$ cat config.mk
export PLATFORM = sky130hd
export DESIGN_NAME = display_scan_controller
export DESIGN_NICKNAME = d
export VERILOG_FILES = /design/src/rtl/display_scan_controller.sv
export SDC_FILE = /design/constraint.sdc
export NUM_CORES = 1
export LEC_CHECK = 0
export CAP_MARGIN = 0
export CORE_MARGIN = 4
export CORE_UTILIZATION = 51
export CTS_CLUSTER_DIAMETER = 40
export DETAILED_ROUTE_END_ITERATION = 6
export GPL_TIMING_DRIVEN = 0
export PLACE_DENSITY = 0.74
export SYNTH_ARGS = -nofsm -noshare
export SYNTH_HDL_FRONTEND = slang
export SYNTH_SLANG_ARGS = --single-unit
$ cat constraint.sdc
create_clock -name clk -period 2.9 [get_ports clk]
set_input_delay 0.435 -clock clk [delete_from_list [all_inputs] [get_ports clk]]
set_output_delay 0.435 -clock clk [all_outputs]
set_load 0.03 [all_outputs]
$ cat src/rtl/display_scan_controller.sv
// Time-multiplexed seven-segment scan controller with double-buffered
// frame data, anti-ghosting blank interval and leading-zero suppression.
module display_scan_controller #(
  parameter int NUM_DIGITS   = 8,
  parameter int REFRESH_DIV  = 100000,
  parameter int BLANK_CYCLES = 1000
) (
  input  logic                    clk,
  input  logic                    reset_n,
  input  logic [4*NUM_DIGITS-1:0] digits_in,
  input  logic [NUM_DIGITS-1:0]   dp_in,
  input  logic [NUM_DIGITS-1:0]   digit_en,
  input  logic                    lz_suppress,
  input  logic                    load,
  output logic [3:0]              hex_out,
  output logic [NUM_DIGITS-1:0]   anode,
  output logic                    dp_out,
  output logic                    frame_done
);

  localparam int SLOT_W = $clog2(REFRESH_DIV);
  localparam int IDX_W  = $clog2(NUM_DIGITS);

  localparam logic [SLOT_W-1:0] SLOT_LAST  = SLOT_W'(REFRESH_DIV - 1);
  localparam logic [SLOT_W-1:0] BLANK_LAST = SLOT_W'(BLANK_CYCLES - 1);
  localparam logic [IDX_W-1:0]  IDX_LAST   = IDX_W'(NUM_DIGITS - 1);

  typedef enum logic {
    BLANK = 1'b0,
    DRIVE = 1'b1
  } state_e;

  state_e                  state_q, state_d;
  logic [SLOT_W-1:0]       slot_cnt_q, slot_cnt_d;
  logic [IDX_W-1:0]        digit_idx_q, digit_idx_d;
  logic [4*NUM_DIGITS-1:0] pend_dig_q, pend_dig_d;
  logic [NUM_DIGITS-1:0]   pend_dp_q, pend_dp_d;
  logic [NUM_DIGITS-1:0]   pend_en_q, pend_en_d;
  logic                    pend_valid_q, pend_valid_d;
  logic [4*NUM_DIGITS-1:0] act_dig_q, act_dig_d;
  logic [NUM_DIGITS-1:0]   act_dp_q, act_dp_d;
  logic [NUM_DIGITS-1:0]   act_en_q, act_en_d;
  logic                    lz_q, lz_d;
  logic                    frame_done_q, frame_done_d;

  logic slot_end;
  logic xfer;

  always_comb begin
    state_d      = state_q;
    slot_cnt_d   = slot_cnt_q + SLOT_W'(1);
    digit_idx_d  = digit_idx_q;
    pend_dig_d   = pend_dig_q;
    pend_dp_d    = pend_dp_q;
    pend_en_d    = pend_en_q;
    pend_valid_d = pend_valid_q;
    act_dig_d    = act_dig_q;
    act_dp_d     = act_dp_q;
    act_en_d     = act_en_q;
    lz_d         = lz_suppress;

    slot_end = (slot_cnt_q == SLOT_LAST);
    xfer     = slot_end && (digit_idx_q == IDX_LAST);
    frame_done_d = xfer;

    unique case (state_q)
      BLANK: begin
        if (slot_cnt_q == BLANK_LAST) state_d = DRIVE;
      end
      DRIVE: begin
        if (slot_end) begin
          state_d     = BLANK;
          slot_cnt_d  = '0;
          digit_idx_d = (digit_idx_q == IDX_LAST) ? '0
                        : digit_idx_q + IDX_W'(1);
        end
      end
      default: state_d = BLANK;
    endcase

    if (load) begin
      pend_dig_d   = digits_in;
      pend_dp_d    = dp_in;
      pend_en_d    = digit_en;
      pend_valid_d = 1'b1;
    end

    // A load on the boundary edge bypasses the pending buffer.
    unique case (1'b1)
      xfer && load: begin
        act_dig_d    = digits_in;
        act_dp_d     = dp_in;
        act_en_d     = digit_en;
        pend_valid_d = 1'b0;
      end
      xfer && !load && pend_valid_q: begin
        act_dig_d    = pend_dig_q;
        act_dp_d     = pend_dp_q;
        act_en_d     = pend_en_q;
        pend_valid_d = 1'b0;
      end
      default: ;
    endcase
  end

  always_ff @(posedge clk or negedge reset_n) begin
    if (!reset_n) begin
      state_q      <= BLANK;
      slot_cnt_q   <= '0;
      digit_idx_q  <= '0;
      pend_dig_q   <= '0;
      pend_dp_q    <= '0;
      pend_en_q    <= '0;
      pend_valid_q <= 1'b0;
      act_dig_q    <= '0;
      act_dp_q     <= '0;
      act_en_q     <= '0;
      lz_q         <= 1'b0;
      frame_done_q <= 1'b0;
    end else begin
      state_q      <= state_d;
      slot_cnt_q   <= slot_cnt_d;
      digit_idx_q  <= digit_idx_d;
      pend_dig_q   <= pend_dig_d;
      pend_dp_q    <= pend_dp_d;
      pend_en_q    <= pend_en_d;
      pend_valid_q <= pend_valid_d;
      act_dig_q    <= act_dig_d;
      act_dp_q     <= act_dp_d;
      act_en_q     <= act_en_d;
      lz_q         <= lz_d;
      frame_done_q <= frame_done_d;
    end
  end

  logic [NUM_DIGITS-1:0] vis;
  logic                  zero_run;
  logic                  cur_vis;
  logic                  cur_dp;
  logic                  drive;

  always_comb begin
    vis      = '0;
    zero_run = 1'b1;
    cur_vis  = 1'b0;
    cur_dp   = 1'b0;
    hex_out  = '0;
    anode    = '1;
    drive    = (state_q == DRIVE);
    // zero_run tracks "this nibble and every higher one is zero".
    for (int i = NUM_DIGITS - 1; i >= 0; i--) begin
      zero_run = zero_run & (act_dig_q[4*i +: 4] == 4'h0);
      vis[i]   = act_en_q[i] & ~(lz_q & zero_run & (i != 0));
    end
    for (int i = 0; i < NUM_DIGITS; i++) begin
      if (int'(digit_idx_q) == i) begin
        hex_out  = act_dig_q[4*i +: 4];
        cur_vis  = vis[i];
        cur_dp   = act_dp_q[i];
        anode[i] = ~(drive & vis[i]);
      end
    end
    dp_out = ~(cur_dp & cur_vis & drive);
  end

  assign frame_done = frame_done_q;

endmodule

## Word level (Yosys, flattened, before mapping)

Index checks and enable logic that the tools add are counted.

| cells by class | value |
|---|---|
| add/sub/neg operators | 2 |
| equality and inequality tests | 10 |
| multiplexer cells | 43 |
| bitwise logic cells | 47 |
| reductions and logical operators | 17 |

Operators with widths:

| cell | count |
|---|---|
| $pmux W32 S2 | 1 |
| $mux W17 | 2 |
| $mux W4 | 8 |
| $pmux W8 S2 | 2 |
| $and A1 B1 Y1 | 30 |
| $logic_not A4 Y1 | 7 |
| $mux W1 | 28 |
| $add A17 B1 Y17 const B | 1 |
| $eq A17 B10 Y1 const B | 1 |
| $eq A17 B17 Y1 const B | 1 |
| $not A1 Y1 | 17 |
| $eq A3 B3 Y1 const B | 5 |
| $eq A3 B2 Y1 const B | 2 |
| $logic_and A1 B1 Y1 | 4 |
| $reduce_bool A2 Y1 | 2 |
| $add A3 B1 Y3 const B | 1 |
| $eq A3 B1 Y1 const B | 1 |
| $logic_not A3 Y1 | 1 |
| $mux W3 | 1 |
| $pmux W1 S2 | 1 |
| $reduce_and A2 Y1 | 1 |
| $reduce_or A2 Y1 | 1 |
| $logic_not A1 Y1 | 1 |

| storage, ports and cells | value |
|---|---|
| flip-flop bits (word level) | 120 |
| bits of input ports | 52 |
| output and inout port bits | 14 |
| word-level logic and storage cells | 131 |

## Logic depth before layout (Yosys ltp)

Gate-level depths: netlist (run 1).

| logic depth | value |
|---|---|
| depth in word-level cells | 20 |
| mapped depth | 9 |
| depth with buffers taken out | 7 |

## Worst setup path before layout (run 1)

No wires, ideal clock.

| timing path | value |
|---|---|
| path kind | flip-flop to output port |
| start point | register digit_idx_q[0] |
| end point | output port hex_out[2] |
| data arrival time | 2.233 ns |
| required time | 2.465 ns |
| path slack | 0.232 ns |
| cell stages (with the launch flop) | 9 |
| buffers on the path | 3 |
| path through | dfrtp_1 inv_1 ha_1 clkbuf_1 clkbuf_1 and2_1 clkbuf_1 a2bb2oi_1 o21ai_0 |

| between the ends | value |
|---|---|
| longest elaborated chain between the ends | 9 |
| elaborated cells between the ends (all ways) | 16 |
| those cells by class | eq/ne (7); mux (8); reduce/logical (1) |

RTL lines:

| element | line | text |
|---|---|---|
| start: declaration | 35 | `logic [IDX_W-1:0] digit_idx_q, digit_idx_d;` |
| start signal: assignment | 123 | `digit_idx_q <= digit_idx_d;` |
| $logic_not A3 Y1 | 156 | `if (int'(digit_idx_q) == i) begin` |
| $mux W4 (7 in a row) | 156 |  |
| $mux W4 (*) | 156 |  |
| end: declaration | 15 | `output logic [3:0] hex_out,` |

Mark *: on every way between the ends. The rest lies on a longest branch, timed or not.

## Final worst setup path (run 1)

Same ends and word-level chain as after synthesis.

==> flow_summary.ini, run 1 <==
[synth]
synth-xor-area-share = 0.0228
ys_ff_latch = 120
synthArstFlopShare = 1.00
synth_warnings = 0
netlist_area_um2 = 5770
synth_edf_count = 0
synthesis.nets = 528
yosysUniqueCellTypes = 50
synthMuxAreaShare = 0.205
synth_compound_area_frac = 0.0709
syn_avg_cell_area_um2 = 12.3
synthAdderAreaFrac = 0.0152
synth_top_family_by_area = multiplexers
synthSimpleGateAreaFrac = 0.135
synth_ff_type = dfrtp_1
ys_seq_area_frac = 0.521
synthCells = 469

[route]
routed_wl_mm = 13.3
drtIter0Drc = 448
route.vias.total = 4098
first_pass_iters = 7
antenna_left = 0
drc_errors = 0
via_per_inst = 5.74
wl_per_cell_um = 18.6

[worst_setup_path]
crit_path_max_fanout = 10
worstPathRequired_ns = 2.47
r2r_cells = 10
cp-end-kind = output pin
reg2reg_to = act_dig_q[13]
worstPathArrival_ns = 2.41
critical_path_class = reg -> out
crit_path_start_kind = flop
r2r_setup_slack_ns = 0.21
r2r-start = digit_idx_q[0]

[die]
fp.dieW_um = 114
die_area_um2 = 13100
coreArea_um2 = 10900
ios = 66
rows = 38
die_h_um = 114
initial_utilization = 0.527

[power_and_ir_drop]
internal_power_mw = 3.31
seq_power_share = 0.435
leakage_nw = 3.33
switching_share = 0.215
power_density_nw_per_um2 = 564
combPwrFrac = 0.079
vdd_ir_drop_max_mv = 0.491
power_switching_uw = 904
pwr-share-clk = 0.486

[grt]
grt_pass1_wl_mm = 21.7
grt_util_all_layers = 0.216
grt_max_degree = 70
grt_pass1_vias = 4198
grt_overflow = 0
antenna_found_initial = 0

[timing]
setup_violations = 0
relSlewSlack = 0.334
max_slew.worst_pin.slew_ns = 0.990
clock-skew-final_ns = 0.00565
fin_crit_sh = 0.980
period_needed_ns = 2.84
slew_viol_final = 0
max_freq_ghz = 0.352
fin_setup_tns_ns = 0
hold_violations = 0

[placement]
dp_hpwl_mm = 9.43
portBuffers = 64
postPlaceCellArea_um2 = 6610
placedCellCount = 674
gp_congestion = 0.908

[layout]
drive_above_1_share = 0.305
n_antenna_cell = 0
utilization = 0.682
design_area_um2 = 7460
multiInputGateArea_um2 = 2780
final_cells = 714
num-fill-cells = 816
seqCellArea_um2 = 3000
area_growth_pct = 29.4
fin_nets = 620

[min_path]
min_to = lz_q
hp-class = in -> reg
hold-path-cell-count = 1
hp-start = lz_suppress

[clock_network]
clk_pin_slew_ns = 0.05
cts_buffer_depth = 2
cts-root-buf = clkbuf_16
cts_sinks = 120
cts_tree = done
cts.htree.levels = 4
cts-buffers-inserted = 17
clock_latency_ns = 0.41

[flow_run]
drv_cap = 0

[run_status]
status = complete, no violations
==> synth_stat cells (4+ instances only) <==
cell type / n / area (µm²)
a211o_1: 4 / 35.0
a21oi_1: 4 / 20.0
a22oi_1: 6 / 45.0
a2bb2oi_1: 6 / 52.6
a31oi_1: 5 / 31.3
and2_1: 4 / 25.0
and3_1: 5 / 31.3
buf_1: 6 / 22.5
buf_6: 5 / 56.3
clkbuf_1: 12 / 45.0
dfrtp_1: 120 / 3000
ha_1: 7 / 87.6
inv_1: 10 / 37.5
mux2_2: 51 / 574
mux2_4: 40 / 601
nand2_1: 37 / 139
nand2b_1: 5 / 31.3
nand3_1: 12 / 60.1
nand4_1: 6 / 37.5
nor2_1: 20 / 75.1
nor2b_1: 10 / 62.6
nor3_1: 4 / 20.0
nor4_1: 19 / 119
o21ai_0: 18 / 90.1
xnor2_1: 7 / 61.3
xor2_1: 8 / 70.1
==> cell families after synthesis <==
logic type / Yosys count
buf+inv: 35
xor+xnor: 15
flops: 120
fa+ha+maj: 7
simple gates: 141
mux: 92
compound gates: 59
==> worst max-delay path by stage <==
| stage | from | to | slack (ns) | depth (start not counted) |
|---|---|---|---|---|
| 6_report | digit_idx_q[0] | hex_out[2] | 0.06 | 8 |
| 4_1_cts | digit_idx_q[0] | hex_out[2] | 0.0006 | 8 |
| 3_5_place_dp | digit_idx_q[2] | hex_out[3] | -0.49 | 9 |
| 2_1_floorplan | digit_idx_q[0] | hex_out[2] | 0.23 | 8 |
| 3_3_place_gp | reset_n | slot_cnt_q[13] | -3.04 | 1 |
| 5_1_grt | act_dig_q[13] | anode[1] | -0.009 | 5 |
==> cell type report <==
class                      count  share of cell area
inverter                      11             0.00604
tap                          140              0.0235
clock buffer                  22              0.0595
clock inverter                10              0.0171
sequential                   120               0.403
timing repair buffer          75              0.0984
buffer                        22              0.0210
multi-input combinational    314               0.372
==> placed cells by master (no fill, tap or decap), drive strengths merged, types with 12 or more instances in the layout <==
| cell | count |
|---|---|
| nand2 | 37 |
| mux2 | 91 |
| buf | 30 |
| nand3 | 12 |
| dfrtp | 120 |
| nor2 | 20 |
| clkdlybuf4s50 | 52 |
| nor4 | 20 |
| o21ai | 18 |
| clkbuf | 30 |
==> state kept, by name, indices dropped and copies added, names as in the netlist <==
| name | flops |
|---|---|
| drive | 1 |
| pend_dp_q | 8 |
| slot_cnt_q | 17 |
| act_dig_q | 32 |
| pend_valid_q | 1 |
| pend_dig_q | 32 |
| lz_q | 1 |
| frame_done | 1 |
| act_en_q | 8 |
| act_dp_q | 8 |
| pend_en_q | 8 |
| digit_idx_q | 3 |
==> power by group through the flow <==
stage	Clock (mW)	Combinational [mW]	Sequential, mW
floorplan	0	0.174	1.83
global placement	0	0.306	1.85
detailed placement	0	0.319	1.85
CTS	2.08	0.329	1.83
global route	2.16	0.363	1.84
finish	2.05	0.333	1.83
==> worst max-delay path, stage by stage (launching register included) <==
cell and delay (ns):
dfrtp_1 0.43, buf_4 0.16, ha_4 0.18, buf_4 0.18, a211o_1 0.33, a31oi_2 0.25, a2bb2oi_2 0.17, o21ai_1 0.09
buf_4 0.19
==> per-layer routing <==
| metal | wire (µm) | up-vias | global-route usage |
|---|---|---|---|
| li1 | - | 1898 | - |
| met1 | 5850 | 1999 | 0.289 |
| met2 | 6230 | 173 | 0.334 |
| met3 | 906 | 28 | 0.0640 |
| met4 | 320 | 0 | 0.0792 |
| met5 | 0 | - | 0 |
==> per-stage QoR <==
stage	hold WS, ns	total power, mW	worst slack, ns
after floorplan	0.139	2.01	0.232
after global placement	0.450	2.16	-3.04
after detailed placement	0.409	2.17	-0.492
after CTS	0.443	4.24	0.000587
after global routing	0.445	4.37	-0.00889
final	0.458	4.21	0.0572
==> repair_timing <==
item                       in CTS  in global routing
resized for setup              68                 29
hold buffers                    1                  0
setup buffers                   4                  5
hold endpoints to repair       51                  0
setup endpoints to repair      12                  7
pin swaps                       2                  8
No activity file was read; power rests on OpenSTA's default activity.
==> inputs of run 2 (changes only) <==
--- a/config.mk
+++ b/config.mk
@@ -5,7 +5,7 @@
 export SDC_FILE = /design/constraint.sdc
 export NUM_CORES = 1
 export LEC_CHECK = 0
-export CAP_MARGIN = 0
+export CAP_MARGIN = 20
 export CORE_MARGIN = 4
 export CORE_UTILIZATION = 51
 export CTS_CLUSTER_DIAMETER = 40
==> constraint.sdc (replaced) <==
create_clock -name clk -period 2.9 [get_ports clk]
set_input_delay 0.58 -clock clk [delete_from_list [all_inputs] [get_ports clk]]
set_output_delay 0.58 -clock clk [all_outputs]
set_load 0.03 [all_outputs]
==> run 2 against run 1 <==
Compared with the run above:
- the run now ends with setup timing left
- critical path depth up 1
- first-iteration DRC count down 6.0%
- non-clock buffer count increased by 1
- hold slack worse by 0.35 ns
- sequential share of layout area decreased by 0.35 points
- combinational power about the same
- utilization rose by 0.61 points
- largest power group unchanged
- via count up 1.1%
- final cell count rose by 0.14%
- clock power about the same
- flip-flop and latch count unchanged
==> flow_summary.ini, run 2 (synthesis results as in run 1) <==
[run_status]
status = finished, violations left
violations = setup timing

[grt]
grt_overflow = 0
grt_util_all_layers = 0.218
grt_pass1_vias = 4240
antenna_found_initial = 0
grt_pass1_wl_mm = 21.9
grt_max_degree = 70

[clock_network]
cts-buffers-inserted = 17
clk_pin_slew_ns = 0.05
ctsHoldBuffers = 0
cts_tree = done
clock_latency_ns = 0.41
cts-root-buf = clkbuf_16
cts_sinks = 120
cts.htree.levels = 4
cts_buffer_depth = 2

[timing]
hold_violations = 0
fin_setup_tns_ns = -0.412
max_freq_ghz = 0.323
rsz0062_at_grt = yes
clock-skew-final_ns = 0.00615
period_needed_ns = 3.10
max_slew.worst_pin.slew_ns = 1.00
setup_violations = 5
fin_crit_sh = 1.07
fin_ws_ns = -0.199
relSlewSlack = 0.327
slew_viol_final = 0

[power_and_ir_drop]
seq_power_share = 0.435
combPwrFrac = 0.079
totalPowerFinal_mw = 4.22
power_density_nw_per_um2 = 561
switching_share = 0.216
pwr-share-clk = 0.486
leakage_nw = 3.36
internal_power_mw = 3.31
power_switching_uw = 913
vdd_ir_drop_max_mv = 0.491

[worst_setup_path]
cp_slowest_stage_delay_ns = 0.44
worstPathRequired_ns = 2.32
critical_path_class = reg -> out
critPathLaunch = digit_idx_q[0]
crit_path_start_kind = flop
r2r_setup_slack_ns = 0.38
cp_slowest_cell = dfrtp_2
worstPathCellList = buf_12 -> ha_4 -> buf_6 -> or2_4 -> or3_1 -> and4b_1 -> o211ai_1 -> nand3_1 -> buf_6
crit_family = simple AND/OR/NAND/NOR gates
r2r-start = slot_cnt_q[12]
worstPathArrival_ns = 2.52
crit_path_max_fanout = 6
reg2reg_to = act_dig_q[13]
crit_cells = 9
cp-end-kind = output pin
critPathMostFrequentCell = buf_6
worst-path-buf-inv = 3
r2r_cells = 8

[route]
antenna_left = 0
via_per_inst = 5.80
drtIter0Drc = 421
routed_wl_mm = 13.6
route.vias.total = 4145
wl_per_cell_um = 19.1
drc_errors = 0
first_pass_iters = 7

[layout]
drive_above_1_share = 0.317
n_antenna_cell = 0
fin_nets = 621
reg.largest.list = act_dig_q (32), pend_dig_q (32), slot_cnt_q (17)
final_common_cell = dfrtp_1
utilization = 0.689
layout_common_cells = dfrtp_1 (119), mux2_2 (51), clkdlybuf4s50_1 (51)
area_growth_pct = 30.6

[placement]
portBuffers = 64
place_ws_ns = -0.637
dp_hpwl_mm = 9.43
gp_congestion = 0.908

[flow_run]
drv_cap = 0

[min_path]
hp-class = in -> async

[die]
ios = 66
initial_utilization = 0.527
fp.dieW_um = 114
coreArea_um2 = 10900
die_h_um = 114
die_area_um2 = 13100
rows = 38
run 2: cell count changes in the layout (fill, tap and decap cells not counted), moves of 2 or more:
| cell | delta |
|---|---|
| buf_4 | -3 |
| buf_6 | +2 |
| clkdlybuf4s15_2 | +2 |
| dlygate4sd2_1 | -2 |
| inv_4 | +2 |
run 2: repair_timing:
item / 4_1_cts / 5_1_grt
pin swaps: 11 / 8
gates resized for setup: 90 / 20
setup endpoints to repair: 12 / 10
setup buffers: 8 / 3
run 2: layout make-up:
| type | count | area, µm² |
|---|---|---|
| Buffer | 22 | 160 |
| Clock buffer | 22 | 444 |
| Clock inverter | 10 | 128 |
| Fill cell | 814 | 3410 |
| Inverter | 11 | 46.3 |
| Multi-Input combinational cell | 314 | 2800 |
| Sequential cell | 120 | 3000 |
| Tap cell | 140 | 175 |
| Timing Repair Buffer | 76 | 771 |
run 2: worst max path at each step:
stage	endpoint
2_1_floorplan	hex_out[2]
3_3_place_gp	slot_cnt_q[13]
3_5_place_dp	hex_out[3]
4_1_cts	dp_out
5_1_grt	dp_out
6_report	dp_out
run 2: routing by layer:
metal	global-route usage	part of all wire	vias to the layer above	routed length, µm
li1	-	-	1905	-
met1	0.286	0.44	2057	5990
met2	0.344	0.48	156	6530
met3	0.0645	0.060	27	822
met4	0.0800	0.022	0	298
met5	0	0	-	0
run 2: per-stage QoR:
step	cell area, µm²	std cells	hold slack (ns)
finish	7530	715	0.106
global placement	6580	673	0.450
detailed placement	6610	674	0.457
floorplan	5770	469	0.284
CTS	7410	713	0.109
global route	7530	715	0.134
run 2: power groups by stage:
stage               Sequential (mW)  Combinational (mW)  Clock (mW)
floorplan                      1.83               0.174           0
global placement               1.85               0.306           0
detailed placement             1.85               0.319           0
CTS                            1.83               0.330        2.08
global route                   1.84               0.364        2.16
finish                         1.83               0.334        2.05
run 2: worst register-to-register path, stage by stage, from the launching register on:
cell     delay (ns)
dfrtp_1        0.44
nor4_4         0.37
nand4_4        0.20
or3_1          0.33
buf_2          0.18
or2_1          0.25
buf_6          0.15
buf_6          0.17
mux2_4         0.31
==> inputs of run 3 (changes only) <==
--- a/config.mk
+++ b/config.mk
@@ -11,7 +11,7 @@
 export CTS_CLUSTER_DIAMETER = 40
 export DETAILED_ROUTE_END_ITERATION = 6
 export GPL_TIMING_DRIVEN = 0
-export PLACE_DENSITY = 0.74
+export PLACE_DENSITY = 0.76
 export SYNTH_ARGS = -nofsm -noshare
 export SYNTH_HDL_FRONTEND = slang
 export SYNTH_SLANG_ARGS = --single-unit
==> constraint.sdc (replaced) <==
create_clock -name clk -period 2.5 [get_ports clk]
set_input_delay 0.5 -clock clk [delete_from_list [all_inputs] [get_ports clk]]
set_output_delay 0.5 -clock clk [all_outputs]
set_load 0.03 [all_outputs]
==> run 3 against run 2 <==
Compared with the run above:
- the flow still finishes with violations (setup timing)
- utilization increased by 2.7 points
- largest power group unchanged
- final cell count increased by 1.5%
- largest cell class unchanged
- hold slack improved by 0.37 ns
- global-route usage increased by 0.81 points
- flip-flop and latch count unchanged
==> flow_summary.ini, run 3 (synthesis results as in run 1) <==
[layout]
drive_above_1_share = 0.384
area_growth_pct = 35.7
design_area_um2 = 7830
final_common_cell = dfrtp_1
reg.largest.list = act_dig_q (32), pend_dig_q (32), slot_cnt_q (17)
n_antenna_cell = 0
layout_common_cells = dfrtp_1 (115), mux2_2 (51), clkdlybuf4s50_1 (50)
num-fill-cells = 715
utilization = 0.716
final_cells = 726
fin_nets = 636

[timing]
whs_ns = 0.477
hold_violations = 0
period_needed_ns = 2.88
rsz0062_at_grt = yes
relSlewSlack = 0.530
fin_setup_tns_ns = -1.82
max_slew.worst_pin.slew_ns = 0.699
slew_viol_final = 0
fin_crit_sh = 1.15
clock-skew-final_ns = 0.00947
max_freq_ghz = 0.347
setup_violations = 7
fin_ws_ns = -0.381

[grt]
grt_util_all_layers = 0.226
grt_overflow = 0
antenna_found_initial = 0
grt_pass1_wl_mm = 22.8
grt_pass1_vias = 4432
grt_max_degree = 97

[die]
die_area_um2 = 13100
initial_utilization = 0.527
ios = 66
die_h_um = 114
rows = 38
coreArea_um2 = 10900
fp.dieW_um = 114

[placement]
place_ws_ns = -0.866
placedCellCount = 674
postPlaceCellArea_um2 = 6630
dp_hpwl_mm = 9.02
portBuffers = 64
gp_congestion = 0.912

[power_and_ir_drop]
totalPowerFinal_mw = 4.89
vdd_ir_drop_max_mv = 0.596
power_density_nw_per_um2 = 625
leakage_nw = 3.48

[worst_setup_path]
worstPathArrival_ns = 2.38
cp-end-kind = output pin
r2r_setup_slack_ns = 0.06
crit_path_max_fanout = 4
r2r_cells = 10
cp_slowest_cell = dfrtp_2
crit_path_start_kind = flop
worstPathCellList = buf_6 -> ha_4 -> or2_4 -> buf_4 -> o311a_1 -> o311ai_1 -> o31ai_1 -> nand3_2 -> buf_6
critPathMostFrequentCell = buf_6
crit_family = compound AO/OA/AOI/OAI gates
critical_path_class = reg -> out
r2r-start = digit_idx_q[0]
worstPathRequired_ns = 2.00
worst-path-buf-inv = 3
cp_slowest_stage_delay_ns = 0.46
reg2reg_to = act_dig_q[6]

[clock_network]
cts_tree = done
cts-root-buf = clkbuf_16
clk_pin_slew_ns = 0.05
cts-buffers-inserted = 17
cts.htree.levels = 4
cts_sinks = 120
clock_latency_ns = 0.42
cts_buffer_depth = 2

[route]
wl_per_cell_um = 19.6
via_per_inst = 5.85
drc_errors = 0
drtIter0Drc = 547
antenna_left = 0
first_pass_iters = 6
route.vias.total = 4246
routed_wl_mm = 14.3

[min_path]
hp-start = slot_cnt_q[0]
hold-path-cell-count = 1
min_to = slot_cnt_q[0]
hp-class = reg -> reg

[run_status]
violations = setup timing
status = finished, violations left

[flow_run]
drv_cap = 0
run 3: changes by cell type in the layout (fill, tap and decap cells not counted), moves of 4 or more:
| cell | before | now |
|---|---|---|
| clkbuf_1 | 10 | 4 |
| dfrtp_2 | 1 | 5 |
| o21ai_2 | 1 | 6 |
| dfrtp_1 | 119 | 115 |
| buf_4 | 10 | 21 |
run 3: worst max path at each step:
stage / endpoint / from / depth (start not counted)
2_1_floorplan: hex_out[2] / digit_idx_q[0] / 8
3_3_place_gp: pend_dp_q[2] / reset_n / 1
3_5_place_dp: dp_out / digit_idx_q[0] / 10
4_1_cts: hex_out[2] / digit_idx_q[1] / 9
5_1_grt: dp_out / digit_idx_q[1] / 9
6_report: dp_out / digit_idx_q[1] / 9
run 3: final cells by class:
class / instances / area, µm² / area share
clock inverters: 11 / 135 / 0.0173
clock buffers: 17 / 425 / 0.0543
repair buffers: 92 / 940 / 0.120
plain buffers: 21 / 203 / 0.0259
inverters: 11 / 51.3 / 0.00655
multi-input cells: 314 / 2890 / 0.369
well taps: 140 / 175 / 0.0224
flip-flops and latches: 120 / 3010 / 0.384
run 3: repair_timing:
item / in CTS / in global routing
cloned: 5 / 0
pin swaps: 29 / 21
hold buffers: 1 / 0
setup buffers: 18 / 3
resized for setup: 151 / 32
setup endpoints to repair: 58 / 27
endpoints found under the hold margin: 24 / 0
run 3: power breakdown:
part | switching (mW) | internal [mW]
Sequential | 0.0675 | 2.06
Clock | 0.846 | 1.53
Combinational | 0.164 | 0.230
Total | 1.08 | 3.81
run 3: layer usage:
layer | up-vias | global-route usage | share of wire
li1 | 1917 | - | -
met1 | 2123 | 0.299 | 0.44
met2 | 175 | 0.362 | 0.48
met3 | 31 | 0.0645 | 0.067
met4 | 0 | 0.0705 | 0.019
met5 | - | 0 | 0
